[src/rtl/uart_pkg.sv]
// Shared UART definitions: parity modes, Tx/Rx state encodings and frame length helper.
package uart_pkg;

  localparam int unsigned PARITY_NONE = 0;
  localparam int unsigned PARITY_EVEN = 1;
  localparam int unsigned PARITY_ODD  = 2;

  typedef enum logic [2:0] {
    TxIdle,
    TxStart,
    TxData,
    TxParity,
    TxStop
  } tx_state_e;

  typedef enum logic [2:0] {
    RxIdle,
    RxStart,
    RxData,
    RxParity,
    RxStop
  } rx_state_e;

  // Total bits on the wire for one frame, start and stop bits included.
  function automatic int unsigned frame_bits(input int unsigned data_width,
                                             input int unsigned parity_mode,
                                             input int unsigned stop_bits);
    return 1 + data_width + ((parity_mode != PARITY_NONE) ? 1 : 0) + stop_bits;
  endfunction

endpackage

[src/rtl/uart_rx_sync.sv]
// Flop chain bringing the asynchronous Rx line into the clk domain; resets to line-idle (high).
module uart_rx_sync #(
  parameter int unsigned STAGES = 3
) (
  input  logic clk,
  input  logic reset,
  input  logic async_i,
  output logic sync_o
);

  logic [STAGES-1:0] chain_q;

  always_ff @(posedge clk) begin
    if (!reset) begin
      chain_q <= '1;
    end else begin
      chain_q <= {chain_q[STAGES-2:0], async_i};
    end
  end

  assign sync_o = chain_q[STAGES-1];

endmodule

[src/rtl/uart_xcvr.sv]
// Full-duplex UART: framed transmitter and mid-bit sampling receiver with parity/framing checks.
module uart_xcvr
  import uart_pkg::*;
#(
  parameter int unsigned DATA_WIDTH                 = 8,
  parameter int unsigned PARITY_MODE                = PARITY_EVEN,
  parameter int unsigned STOP_BITS                  = 1,
  parameter int unsigned CLOCKS_PER_BIT             = 8,
  parameter int unsigned NUMBER_OF_RX_SYNCHRONIZERS = 3
) (
  input  logic                  clk,
  input  logic                  reset,
  input  logic                  enable,
  input  logic [DATA_WIDTH-1:0] i_data,
  output logic                  o_busy,
  output logic                  serial_out,
  input  logic                  serial_in,
  output logic [DATA_WIDTH-1:0] received_data,
  output logic                  data_is_valid,
  output logic                  rx_error,
  output logic                  framing_error
);

  localparam int unsigned CycCntW = $clog2(CLOCKS_PER_BIT);
  localparam int unsigned BitCntW = $clog2(DATA_WIDTH);

  localparam logic [CycCntW-1:0] CycLast  = CycCntW'(CLOCKS_PER_BIT - 1);
  localparam logic [CycCntW-1:0] CycHalf  = CycCntW'(CLOCKS_PER_BIT / 2 - 1);
  localparam logic [BitCntW-1:0] DataLast = BitCntW'(DATA_WIDTH - 1);
  localparam logic [BitCntW-1:0] StopLast = BitCntW'(STOP_BITS - 1);
  localparam bit                 HasParity = (PARITY_MODE != PARITY_NONE);

  // ---------------------------------------------------------------------------
  // Transmitter
  // ---------------------------------------------------------------------------
  tx_state_e             tx_state_q, tx_state_d;
  logic [CycCntW-1:0]    tx_cyc_q, tx_cyc_d;
  logic [BitCntW-1:0]    tx_bit_q, tx_bit_d;
  logic [DATA_WIDTH-1:0] tx_data_q, tx_data_d;
  logic                  tx_bit_done;
  logic                  tx_parity;

  assign tx_bit_done = (tx_cyc_q == CycLast);
  assign tx_parity   = (PARITY_MODE == PARITY_ODD) ? ~^tx_data_q : ^tx_data_q;

  always_comb begin
    tx_state_d = tx_state_q;
    tx_cyc_d   = tx_cyc_q;
    tx_bit_d   = tx_bit_q;
    tx_data_d  = tx_data_q;

    if (tx_state_q != TxIdle) begin
      tx_cyc_d = tx_bit_done ? '0 : tx_cyc_q + 1'b1;
    end

    unique case (tx_state_q)
      TxIdle: begin
        if (enable) begin
          tx_data_d  = i_data;
          tx_state_d = TxStart;
          tx_cyc_d   = '0;
          tx_bit_d   = '0;
        end
      end
      TxStart: begin
        if (tx_bit_done) begin
          tx_state_d = TxData;
        end
      end
      TxData: begin
        if (tx_bit_done) begin
          if (tx_bit_q == DataLast) begin
            tx_bit_d   = '0;
            tx_state_d = HasParity ? TxParity : TxStop;
          end else begin
            tx_bit_d = tx_bit_q + 1'b1;
          end
        end
      end
      TxParity: begin
        if (tx_bit_done) begin
          tx_state_d = TxStop;
        end
      end
      TxStop: begin
        if (tx_bit_done) begin
          if (tx_bit_q == StopLast) begin
            tx_bit_d   = '0;
            tx_state_d = TxIdle;
          end else begin
            tx_bit_d = tx_bit_q + 1'b1;
          end
        end
      end
      default: tx_state_d = TxIdle;
    endcase
  end

  always_ff @(posedge clk) begin
    if (!reset) begin
      tx_state_q <= TxIdle;
      tx_cyc_q   <= '0;
      tx_bit_q   <= '0;
      tx_data_q  <= '0;
    end else begin
      tx_state_q <= tx_state_d;
      tx_cyc_q   <= tx_cyc_d;
      tx_bit_q   <= tx_bit_d;
      tx_data_q  <= tx_data_d;
    end
  end

  always_comb begin
    serial_out = 1'b1;
    unique case (tx_state_q)
      TxStart:  serial_out = 1'b0;
      TxData:   serial_out = tx_data_q[tx_bit_q];
      TxParity: serial_out = tx_parity;
      default:  serial_out = 1'b1;
    endcase
  end

  assign o_busy = (tx_state_q != TxIdle);

  // ---------------------------------------------------------------------------
  // Receiver
  // ---------------------------------------------------------------------------
  logic                  rx_sync;
  logic                  rx_prev_q;
  rx_state_e             rx_state_q, rx_state_d;
  logic [CycCntW-1:0]    rx_cyc_q, rx_cyc_d;
  logic [BitCntW-1:0]    rx_bit_q, rx_bit_d;
  logic [DATA_WIDTH-1:0] rx_shift_q, rx_shift_d;
  logic                  rx_par_q, rx_par_d;
  logic                  rx_par_ok;
  logic [DATA_WIDTH-1:0] rx_data_q, rx_data_d;
  logic                  rx_valid_q, rx_valid_d;
  logic                  rx_perr_q, rx_perr_d;
  logic                  rx_ferr_q, rx_ferr_d;

  uart_rx_sync #(
    .STAGES (NUMBER_OF_RX_SYNCHRONIZERS)
  ) u_rx_sync (
    .clk     (clk),
    .reset   (reset),
    .async_i (serial_in),
    .sync_o  (rx_sync)
  );

  always_comb begin
    rx_par_ok = 1'b1;
    if (PARITY_MODE == PARITY_EVEN) begin
      rx_par_ok = ~^{rx_shift_q, rx_par_q};
    end else if (PARITY_MODE == PARITY_ODD) begin
      rx_par_ok = ^{rx_shift_q, rx_par_q};
    end
  end

  always_comb begin
    rx_state_d = rx_state_q;
    rx_cyc_d   = rx_cyc_q;
    rx_bit_d   = rx_bit_q;
    rx_shift_d = rx_shift_q;
    rx_par_d   = rx_par_q;
    rx_data_d  = rx_data_q;
    rx_valid_d = 1'b0;
    rx_perr_d  = 1'b0;
    rx_ferr_d  = 1'b0;

    unique case (rx_state_q)
      RxIdle: begin
        if (rx_prev_q && !rx_sync) begin
          rx_state_d = RxStart;
          rx_cyc_d   = '0;
          rx_bit_d   = '0;
        end
      end
      RxStart: begin
        // Half a bit in: a high line here was a glitch, not a start bit.
        if (rx_cyc_q == CycHalf) begin
          rx_cyc_d   = '0;
          rx_state_d = rx_sync ? RxIdle : RxData;
        end else begin
          rx_cyc_d = rx_cyc_q + 1'b1;
        end
      end
      RxData: begin
        if (rx_cyc_q == CycLast) begin
          rx_cyc_d   = '0;
          rx_shift_d = {rx_sync, rx_shift_q[DATA_WIDTH-1:1]};
          if (rx_bit_q == DataLast) begin
            rx_bit_d   = '0;
            rx_state_d = HasParity ? RxParity : RxStop;
          end else begin
            rx_bit_d = rx_bit_q + 1'b1;
          end
        end else begin
          rx_cyc_d = rx_cyc_q + 1'b1;
        end
      end
      RxParity: begin
        if (rx_cyc_q == CycLast) begin
          rx_cyc_d   = '0;
          rx_par_d   = rx_sync;
          rx_state_d = RxStop;
        end else begin
          rx_cyc_d = rx_cyc_q + 1'b1;
        end
      end
      RxStop: begin
        if (rx_cyc_q == CycLast) begin
          rx_cyc_d   = '0;
          rx_state_d = RxIdle;
          rx_data_d  = rx_shift_q;
          if (!rx_sync) begin
            rx_ferr_d = 1'b1;
          end else if (!rx_par_ok) begin
            rx_perr_d = 1'b1;
          end else begin
            rx_valid_d = 1'b1;
          end
        end else begin
          rx_cyc_d = rx_cyc_q + 1'b1;
        end
      end
      default: rx_state_d = RxIdle;
    endcase
  end

  always_ff @(posedge clk) begin
    if (!reset) begin
      rx_prev_q  <= 1'b1;
      rx_state_q <= RxIdle;
      rx_cyc_q   <= '0;
      rx_bit_q   <= '0;
      rx_shift_q <= '0;
      rx_par_q   <= 1'b0;
      rx_data_q  <= '0;
      rx_valid_q <= 1'b0;
      rx_perr_q  <= 1'b0;
      rx_ferr_q  <= 1'b0;
    end else begin
      rx_prev_q  <= rx_sync;
      rx_state_q <= rx_state_d;
      rx_cyc_q   <= rx_cyc_d;
      rx_bit_q   <= rx_bit_d;
      rx_shift_q <= rx_shift_d;
      rx_par_q   <= rx_par_d;
      rx_data_q  <= rx_data_d;
      rx_valid_q <= rx_valid_d;
      rx_perr_q  <= rx_perr_d;
      rx_ferr_q  <= rx_ferr_d;
    end
  end

  assign received_data = rx_data_q;
  assign data_is_valid = rx_valid_q;
  assign rx_error      = rx_perr_q;
  assign framing_error = rx_ferr_q;

endmodule

[config.mk]
export PLATFORM = sky130hd
export DESIGN_NAME = uart_xcvr
export DESIGN_NICKNAME = d
export VERILOG_FILES = /design/src/rtl/uart_pkg.sv /design/src/rtl/uart_rx_sync.sv /design/src/rtl/uart_xcvr.sv
export SDC_FILE = /design/constraint.sdc
export NUM_CORES = 1
export LEC_CHECK = 0
export BUFFER_PORTS_ARGS = -buffer_cell sky130_fd_sc_hd__buf_4
export CELL_PAD_IN_SITES_DETAIL_PLACEMENT = 1
export CELL_PAD_IN_SITES_GLOBAL_PLACEMENT = 2
export CORE_MARGIN = 5
export CORE_UTILIZATION = 39
export DETAILED_ROUTE_END_ITERATION = 10
export PLACE_DENSITY_LB_ADDON = 0.1
export SYNTH_ARGS = -nofsm -noshare
export SYNTH_HDL_FRONTEND = slang
export SYNTH_HIERARCHICAL = 1
export SYNTH_SLANG_ARGS = --single-unit
[constraint.sdc]
create_clock -name clk -period 3.4 [get_ports clk]
set_input_delay 0.34 -clock clk [delete_from_list [all_inputs] [get_ports clk]]
set_output_delay 0.34 -clock clk [all_outputs]
set_load 0.005 [all_outputs]
==> summary.md, run 1 <==
| Metric | Value |
|---|---|
| Slew headroom | `0.484` |
| Syn nets | `299` |
| Startpoint types | `register` |
| Worst Path Arrival | `1.81 ns` |
| Routed Antenna Nets | `0` |
| Slew Viols, Final | `0` |
| Starting Density | `0.396` |
| Avg Synthesized Cell Area | `about 9.0 um^2` |
| Met3 GRT Util | `0.0338` |
| Synth Register Bits | `50` |
| Int Power | `0.857 mW` |
| Buf/Inv on CP | `1` |
| Syn Std Cell Area | `0.00247 mm^2` |
| Fill count | `roughly 740` |
| GP Congestion | `about 0.76` |
| Sw frac | `0.230` |
| Slowest CP cell | `dfxtp_1` |
| First-pass GRT wire length | `8870 um` |
| Post-synth cell types | `48` |
| Total Wirelength | `5100 um` |
| Clock Sink Count | `50` |
| CTS Buf Count | `5` |
| GRT met2 Usage | `0.233` |
| Cell row count | `29` |
| Share of cells above drive strength 1 | `0.126` |
| FMAX | `465 MHz` |
| Flop pwr share | `0.546` |
| Largest delay contributor family on the critical path | `flip-flops` |
| I/O pin count | `25` |
| Pin count of the biggest net entering global routing | `47` |
| Congestion Overflow GR | `0` |
| Tightest Pin Transition | `0.755 ns` |
| DR iter-0 viols | `58` |
| Max Cap Viol | `0` |
| Multi-input logic area | `0.00136 mm^2` |
| # DRC | `0` |
| Drt wl/cell | `13.7 um` |
| # H-tree levels | `2` |
| Clk_lat worst skew | `0.30 ns` |
| Worst setup path category | `register to output port` |
| Setup crit end kind | `output port` |
| Post-CTS resize count | `0` |
| IO Port Bufs | `24` |
| GRT Util Overall | `0.138` |
| Die area | `0.00803 mm^2` |
| Routing usage on met1 | `0.178` |
| Post-route setup slack | `1.25 ns` |
| Logic pwr share | `0.072` |
| Grt peak-use layer | `met2` |
| Peak supply drop | `0.172 mV` |
| Layout Nets | `318` |
| Final hold violation count | `0` |
| Unrepaired setup endpoints after global routing | `no` |
| Diodes inserted | `0` |
| First-pass iteration count of the detailed router | `4` |
| Seq/Total Area, Yosys | `0.405` |
| Endpoints failing setup | `0` |
| Skew final | `0.0101 ns` |
| FF+latch area | `0.00100 mm^2` |
| Clk root buf | `clkbuf_8` |
| Synth Area in Simple Gates | `0.200` |
| Synth Area in XOR/XNOR | `0.0587` |
| Status | `finished, final reports clean` |
| Final Cycle Share | `0.633` |
| Largest family of logic cells by synthesized area | `simple AND/OR/NAND/NOR gates` |
| Hold Crit Class | `input port to register` |
| Die Ht | `~90 um` |
| Vias | `~1900` |
| CTS tree | `yes` |
| EDFF count, synth | `0` |
| CP peak stage delay | `0.46 ns` |
| Drt via density | `5.11` |
| Clk pin slew, worst setup/hold paths | `approximately 0.10 ns` |
| Core box area | `0.00624 mm^2` |
| Clk buf depth | `2` |
| Adder-cell share of the synthesized area | `0.0658` |
| Area growth syn-to-layout | `13.4%` |
| Die W | `89.6 um` |
| P_sw | `0.256 mW` |
| Hold buffers post-CTS | `0` |
| Cells after Synth | `274` |
| Postcts setup bufs | `0` |
| Syn. warnings | `6` |
| Setup TNS | `0 ns` |
| Post-synthesis async set-or-reset flop share | `0` |
| Post-synthesis compound-gate area fraction | `0.168` |
| Static Leak | `1.05 nW` |
| Largest fanout on the critical path | `6` |
| Post-Place Setup Slack | `1.51 ns` |
| CP required | `3.06 ns` |
| CP Cell Sequence | `mux2_2 -> or3_1 -> o211ai_1 -> o221ai_1 -> buf_4` |
| Pwr dens | `397 mW/mm^2` |
| Primary FF master, synth | `dfxtp_1` |
| Initial antenna violation count | `0` |
| Mux cell area share after synthesis | `0.0587` |
| Vias in the first global route | `1959` |
| Final Core Density | `0.449` |
| Final HPWL DP | `3630 um` |
| Final Critical Period | `2.15 ns` |
| Clk pwr share | `0.383` |
## synthesized netlist by cell type, types with 2 or more instances
library cell	count	area (um^2)
dfxtp_1	50	1000
nand2_1	45	169
a21boi_1	27	203
ha_1	13	163
inv_1	12	45.0
nor2b_1	12	75.1
xnor2_1	11	96.3
mux2i_1	10	100
o21ai_0	10	50.1
nor2_1	9	33.8
clkbuf_1	8	30.0
nand2b_1	8	50.1
nand3_1	6	30.0
a31oi_1	3	18.8
nand4_1	3	18.8
nor3_1	3	15.0
xor2_1	3	26.3
a2111oi_0	2	17.5
a311oi_1	2	17.5
and3_1	2	12.5
buf_2	2	10.0
nand3b_1	2	15.0
nor3b_1	2	15.0
o21ai_1	2	10.0
o221ai_1	2	17.5
o22a_1	2	17.5
or3_1	2	12.5
## metal layers
| layer | share of wire | wire, um | vias to the layer above |
|---|---|---|---|
| met5 | 0 | 0 | - |
| met4 | 0.0086 | 44 | 0 |
| met3 | 0.028 | 144 | 4 |
| met2 | 0.48 | 2460 | 15 |
| met1 | 0.48 | 2450 | 900 |
| li1 | - | - | 978 |
## metrics by stage
stage                     instance area (um^2)  power [mW]  instances  hold WS (ns)
final                                     2800        1.11        371         0.215
after global routing                      2800        1.17        371         0.217
after CTS                                 2800        1.13        371         0.208
after detailed placement                  2690       0.703        363         0.397
after global placement                    2690       0.702        363         0.388
after floorplan                           2470       0.674        274         0.386
## worst reg2reg max path, cell delays in order, from the launching register on
cell and delay [ns]:
dfxtp_1 0.34, ha_1 0.23, ha_1 0.33, and3_1 0.52, mux2i_1 0.29, nor2b_1 0.07
## cell usage in the layout (no fill, tap or decap), types with 2 or more instances in the layout
master	n
nand3_1	6
mux2i_1	10
nand2b_1	8
dfxtp_1	50
o21ai_1	2
o221ai_1	2
a2111oi_0	2
or3_1	2
nor3_1	3
nor2_1	9
nor3b_1	2
a21boi_1	27
buf_4	24
xnor2_1	11
ha_1	13
and3_1	2
a311oi_1	2
clkbuf_8	5
o22a_1	2
o21ai_0	10
nor2b_1	12
xor2_1	3
a31oi_1	3
nand4_1	3
nand3b_1	2
nand2_1	45
inv_1	12
## worst paths after layout
path	startpoint	end	slack (ns)	depth (start not counted)
min reg2reg	u_rx_sync/chain_q[1]$_SDFF_PN1_	u_rx_sync/chain_q[2]$_SDFF_PN1_	0.41	1
min	serial_in	u_rx_sync/chain_q[0]$_SDFF_PN1_	0.22	2
max reg2reg	rx_cyc_q[0]$_SDFFE_PN0P_	rx_shift_q[4]$_SDFFE_PN0P_	1.53	5
max	tx_bit_q[1]$_SDFFE_PN0P_	serial_out	1.25	5
## layout make-up
| class | count | area share |
|---|---|---|
| multi-input cells | 199 | 0.486 |
| flip-flops and latches | 50 | 0.357 |
| repair buffers | 24 | 0.0643 |
| well taps | 77 | 0.0344 |
| clock buffers | 5 | 0.0246 |
| inverters | 13 | 0.0174 |
| clock inverters | 3 | 0.0156 |
## registers in the layout, summed over array words and instances, names as in the netlist, 3 cells and up
register and cells:
tx_bit_q 3, tx_data_q 8, rx_state_q 3, tx_cyc_q 3, rx_cyc_q 3, rx_shift_q 8, rx_bit_q 3, tx_state_q 3
received_data 8, u_rx_sync/chain_q 3
## logic make-up after synthesis
| logic type | count (synthesis) |
|---|---|
| AO/OA/AOI/OAI | 58 |
| multiplexers | 13 |
| adder cells (fa/ha/maj) | 13 |
| flip-flops | 50 |
| buffers and inverters | 25 |
| XOR/XNOR | 15 |
| AND/OR/NAND/NOR | 100 |
## power by group through the flow
stage / Sequential [mW] / Combinational [mW] / Clock [mW]
2_1_floorplan: 0.616 / 0.0583 / 0
3_3_place_gp: 0.622 / 0.0809 / 0
3_5_place_dp: 0.622 / 0.0819 / 0
4_1_cts: 0.608 / 0.0826 / 0.443
5_1_grt: 0.609 / 0.0903 / 0.469
6_report: 0.607 / 0.0801 / 0.426
Note: power is estimated with default switching activity, not from simulation.
==> run 2: changes to the inputs <==
Settings changed: ABC_AREA set to 1, CORE_UTILIZATION 39 to 30.
Clock period 3.4 ns to 1.89 ns, I/O delays scaled along.
==> run 2 against run 1 <==
- critical endpoint unchanged
- cell count up 38%
- largest cell class unchanged
- critical path type unchanged
- via count up 27%
- synthesized cell count up 38%
- combinational power rose to 14 times the previous value
- total power rose to 3.0 times the previous value
- area after synthesis up 7.3%
- hold slack worse by 0.18 ns
- register-to-register slack worse by 1.3 ns
- clock power up 120%
- global-route usage down 0.74 points
- non-clock buffer count up 1
==> summary.md, run 2 <==
| Metric | Value |
|---|---|
| CP Cell Sequence | `nor2_4 -> nand2_1 -> nand3b_1 -> nand3_1 -> buf_4 (was mux2_2 -> or3_1 -> o211ai_1 -> o221ai_1 -> buf_4)` |
| Clk buf depth | `2 (unchanged)` |
| IO Port Bufs | `24 (unchanged)` |
| Post-synthesis async set-or-reset flop share | `0 (unchanged)` |
| R2r endpoint | `rx_error$_SDFF_PN0_ (was rx_shift_q[4]$_SDFFE_PN0P_)` |
| Syn nets | `404 (was 299)` |
| Post-synth cell types | `28 (was 48)` |
| Pin count of the biggest net entering global routing | `20 (was 47)` |
| Post-route setup slack | `0.209 ns (was 1.25 ns)` |
| Top-area cell type share of the netlist area | `0.378 (was 0.405)` |
| I/O pin count | `25 (unchanged)` |
| Most frequent cells in the layout | `100 x nand2_1, 49 x dfxtp_1, 47 x inv_1, 47 x a21oi_1, 30 x o21ai_0 (was 50 x dfxtp_1, 45 x nand2_1, 27 x a21boi_1)` |
| Commonest cells post-synth | `100 x nand2_1, 50 x dfxtp_1, 47 x a21oi_1, 47 x inv_1, 30 x o21ai_0 (was 50 x dfxtp_1, 45 x nand2_1, 27 x a21boi_1, 13 x ha_1)` |
| Worst setup path category | `register to output port (unchanged)` |
| Startpoint types | `register (unchanged)` |
| Die W | `104 um (was 89.6 um)` |
| Share of cells above drive strength 1 | `0.127 (was 0.126)` |
| Layout Nets | `427 (was 318)` |
| Synth Register Bits | `50 (unchanged)` |
| Peak supply drop | `0.457 mV (was 0.172 mV)` |
| CP required | `1.70 ns (was 3.06 ns)` |
| Seq/Total Area, Yosys | `0.378 (was 0.405)` |
| Routed Antenna Nets | `0 (unchanged)` |
| Die Ht | `104 um (was 89.6 um)` |
| FMAX | `595 MHz` |
| EDFF count, synth | `0 (unchanged)` |
| Worst path depth | `5 (unchanged)` |
| Final Critical Period | `approximately 1.7 ns` |
| Post-Place Setup Slack | `0.239 ns (was 1.51 ns)` |
| Largest delay contributor family on the critical path | `flip-flops (unchanged)` |
| Cell row count | `34 (was 29)` |
| # DRC | `0 (unchanged)` |
| Most numerous cell in the Yosys netlist | `nand2_1 (was dfxtp_1)` |
| Total Wirelength | `6780 um (was 5100 um)` |
| Hold Crit Class | `input port to register (unchanged)` |
| Syn Std Cell Area | `0.00265 mm^2 (was 0.00247 mm^2)` |
| Slowest CP cell | `dfxtp_1 (unchanged)` |
| Final HPWL DP | `5160 um (was 3630 um)` |
| RR Startpoint | `rx_cyc_q[0]$_SDFFE_PN0P_ (unchanged)` |
| GP Congestion | `0.752 (was 0.762)` |
| Hold slack | `0.0385 ns (was 0.215 ns)` |
| Unrepaired setup endpoints after global routing | `no (unchanged)` |
| Diodes inserted | `0 (unchanged)` |
| Reg2Reg Depth | `6 (was 5)` |
| Vias in the first global route | `2454 (was 1959)` |
| Final Non-Filler Cells | `511 (was 371)` |
| Final Cell Area | `0.00305 mm^2 (was 0.00280 mm^2)` |
| Crit path launch | `tx_state_q[2]$_SDFFE_PN0P_ (was tx_bit_q[1]$_SDFFE_PN0P_)` |
| Primary FF master, synth | `dfxtp_1 (unchanged)` |
| Status | `finished, final reports clean (unchanged)` |
| Reg2reg setup slack | `0.24 ns (was 1.53 ns)` |
| Power, Total | `3.38 mW (was 1.11 mW)` |
| Final Cycle Share | `0.889` |
| Starting Density | `0.306 (was 0.396)` |
| Clk_lat worst skew | `0.31 ns (was 0.30 ns)` |
| Drt via density | `4.72 (was 5.11)` |
| Placed inst area | `0.00291 mm^2 (was 0.00269 mm^2)` |
| Pwr dens | `1110 mW/mm^2 (was 397 mW/mm^2)` |
| Tightest Pin Transition | `0.533 ns (was 0.755 ns)` |
| First-pass GRT wire length | `11900 um (was 8870 um)` |
| GRT Util Overall | `0.131 (was 0.138)` |
| Syn. warnings | `6 (unchanged)` |
| Largest fanout on the critical path | `8 (was 6)` |
| Vias | `2413 (was 1897)` |
| Final hold violation count | `0 (unchanged)` |
| Dpl cells | `503 (was 363)` |
| Static Leak | `1.41 nW (was 1.05 nW)` |
| First-pass iteration count of the detailed router | `4 (unchanged)` |
| Clk root buf | `clkbuf_8 (unchanged)` |
| Buf/Inv on CP | `1 (unchanged)` |
| Setup TNS | `0 ns (unchanged)` |
| Slew headroom | `0.644 (was 0.484)` |
| Fill count | `1138 (was 738)` |
| Area growth syn-to-layout | `15.0% (was 13.4%)` |
| Slew Viols, Final | `0 (unchanged)` |
| Postcts setup bufs | `0 (unchanged)` |
| Skew final | `0.00990 ns (was 0.0101 ns)` |
| Avg Synthesized Cell Area | `7.00 um^2 (was 9.02 um^2)` |
| Cell accounting for the most synthesized area | `dfxtp_1 (unchanged)` |
| Endpoints failing setup | `0 (unchanged)` |
| Core box area | `0.00868 mm^2 (was 0.00624 mm^2)` |
| Setup crit end kind | `output port (unchanged)` |
| Leading cell type in the layout, fill and taps excluded | `nand2_1 (was dfxtp_1)` |
| Drt wl/cell | `13.3 um (was 13.7 um)` |
| CTS Buf Count | `5 (unchanged)` |
| Initial antenna violation count | `0 (unchanged)` |
| # H-tree levels | `2 (unchanged)` |
| CP peak stage delay | `0.58 ns (was 0.46 ns)` |
| Max Cap Viol | `0 (unchanged)` |
| Crit path to | `serial_out (unchanged)` |
| Final Core Density | `0.351 (was 0.449)` |
| Cells after Synth | `379 (was 274)` |
| Clock Sink Count | `50 (unchanged)` |
| Clk pin slew, worst setup/hold paths | `0.10 ns (about the same)` |
| CTS tree | `yes (unchanged)` |
| Ranking of synthesized cells by area | `dfxtp_1 38%, nand2_1 14%, a21oi_1 8.9% (was dfxtp_1 41%, a21boi_1 8.2%, nand2_1 6.8%)` |
| Worst Path Arrival | `1.49 ns (was 1.81 ns)` |
| Congestion Overflow GR | `0 (unchanged)` |
| Die area | `0.0108 mm^2 (was 0.00803 mm^2)` |
| DR iter-0 viols | `78 (was 58)` |
==> run 2: routing by layer <==
layer,wire length [um],GRT usage
met1,3470,0.181
met2,3040,0.208
met3,186,0.0261
met4,78,0.0333
met5,0,0
==> run 2: worst min-delay path by stage <==
stage                                      end  slack (ns)       from  depth (start not counted)
6_report       u_rx_sync/chain_q[0]$_SDFF_PN1_        0.04  serial_in                          3
5_1_grt        u_rx_sync/chain_q[0]$_SDFF_PN1_        0.04  serial_in                          3
4_1_cts        u_rx_sync/chain_q[0]$_SDFF_PN1_        0.03  serial_in                          3
3_5_place_dp   u_rx_sync/chain_q[0]$_SDFF_PN1_        0.37  serial_in                          3
3_3_place_gp   u_rx_sync/chain_q[0]$_SDFF_PN1_        0.37  serial_in                          3
2_1_floorplan  u_rx_sync/chain_q[0]$_SDFF_PN1_        0.26      reset                          1
==> run 2: what timing repair did <==
action / 4_1_cts / 5_1_grt
hold buffers: 0 / 0
resized for setup: 0 / 1
setup endpoints to repair: 0 / 1
==> run 2: kinds of logic (layout without fill, tap and decap cells) <==
logic type | after synthesis | in the layout | share of synthesized area
xor+xnor | 6 | 6 | 0.0198
compound gates | 86 | 86 | 0.168
simple gates | 166 | 166 | 0.279
flops | 50 | 50 | 0.378
buf+inv | 58 | 82 | 0.0939
fa+ha+maj | 13 | 13 | 0.0614
==> run 2: where the power goes <==
group | switching (mW) | internal (mW)
clock | 0.393 | 0.531
combinational | 0.697 | 0.407
sequential | 0.158 | 1.19
total | 1.25 | 2.13
==> run 2: worst register-to-register path, cell delays in order (launching register included) <==
cell and delay (ns):
dfxtp_1 0.38, ha_1 0.23, ha_1 0.27, inv_1 0.10
nor2_4 0.32, nand3_1 0.16, nor2_1 0.14
==> run 2: final cells by class <==
class | instances | area [um^2] | area share
Multi-Input combinational cell | 271 | 1400 | 0.460
Sequential cell | 50 | 1000 | 0.329
Clock buffer | 5 | 68.8 | 0.0226
Tap cell | 108 | 135 | 0.0443
Clock inverter | 3 | 68.8 | 0.0226
Timing Repair Buffer | 25 | 188 | 0.0616
Inverter | 49 | 184 | 0.0603
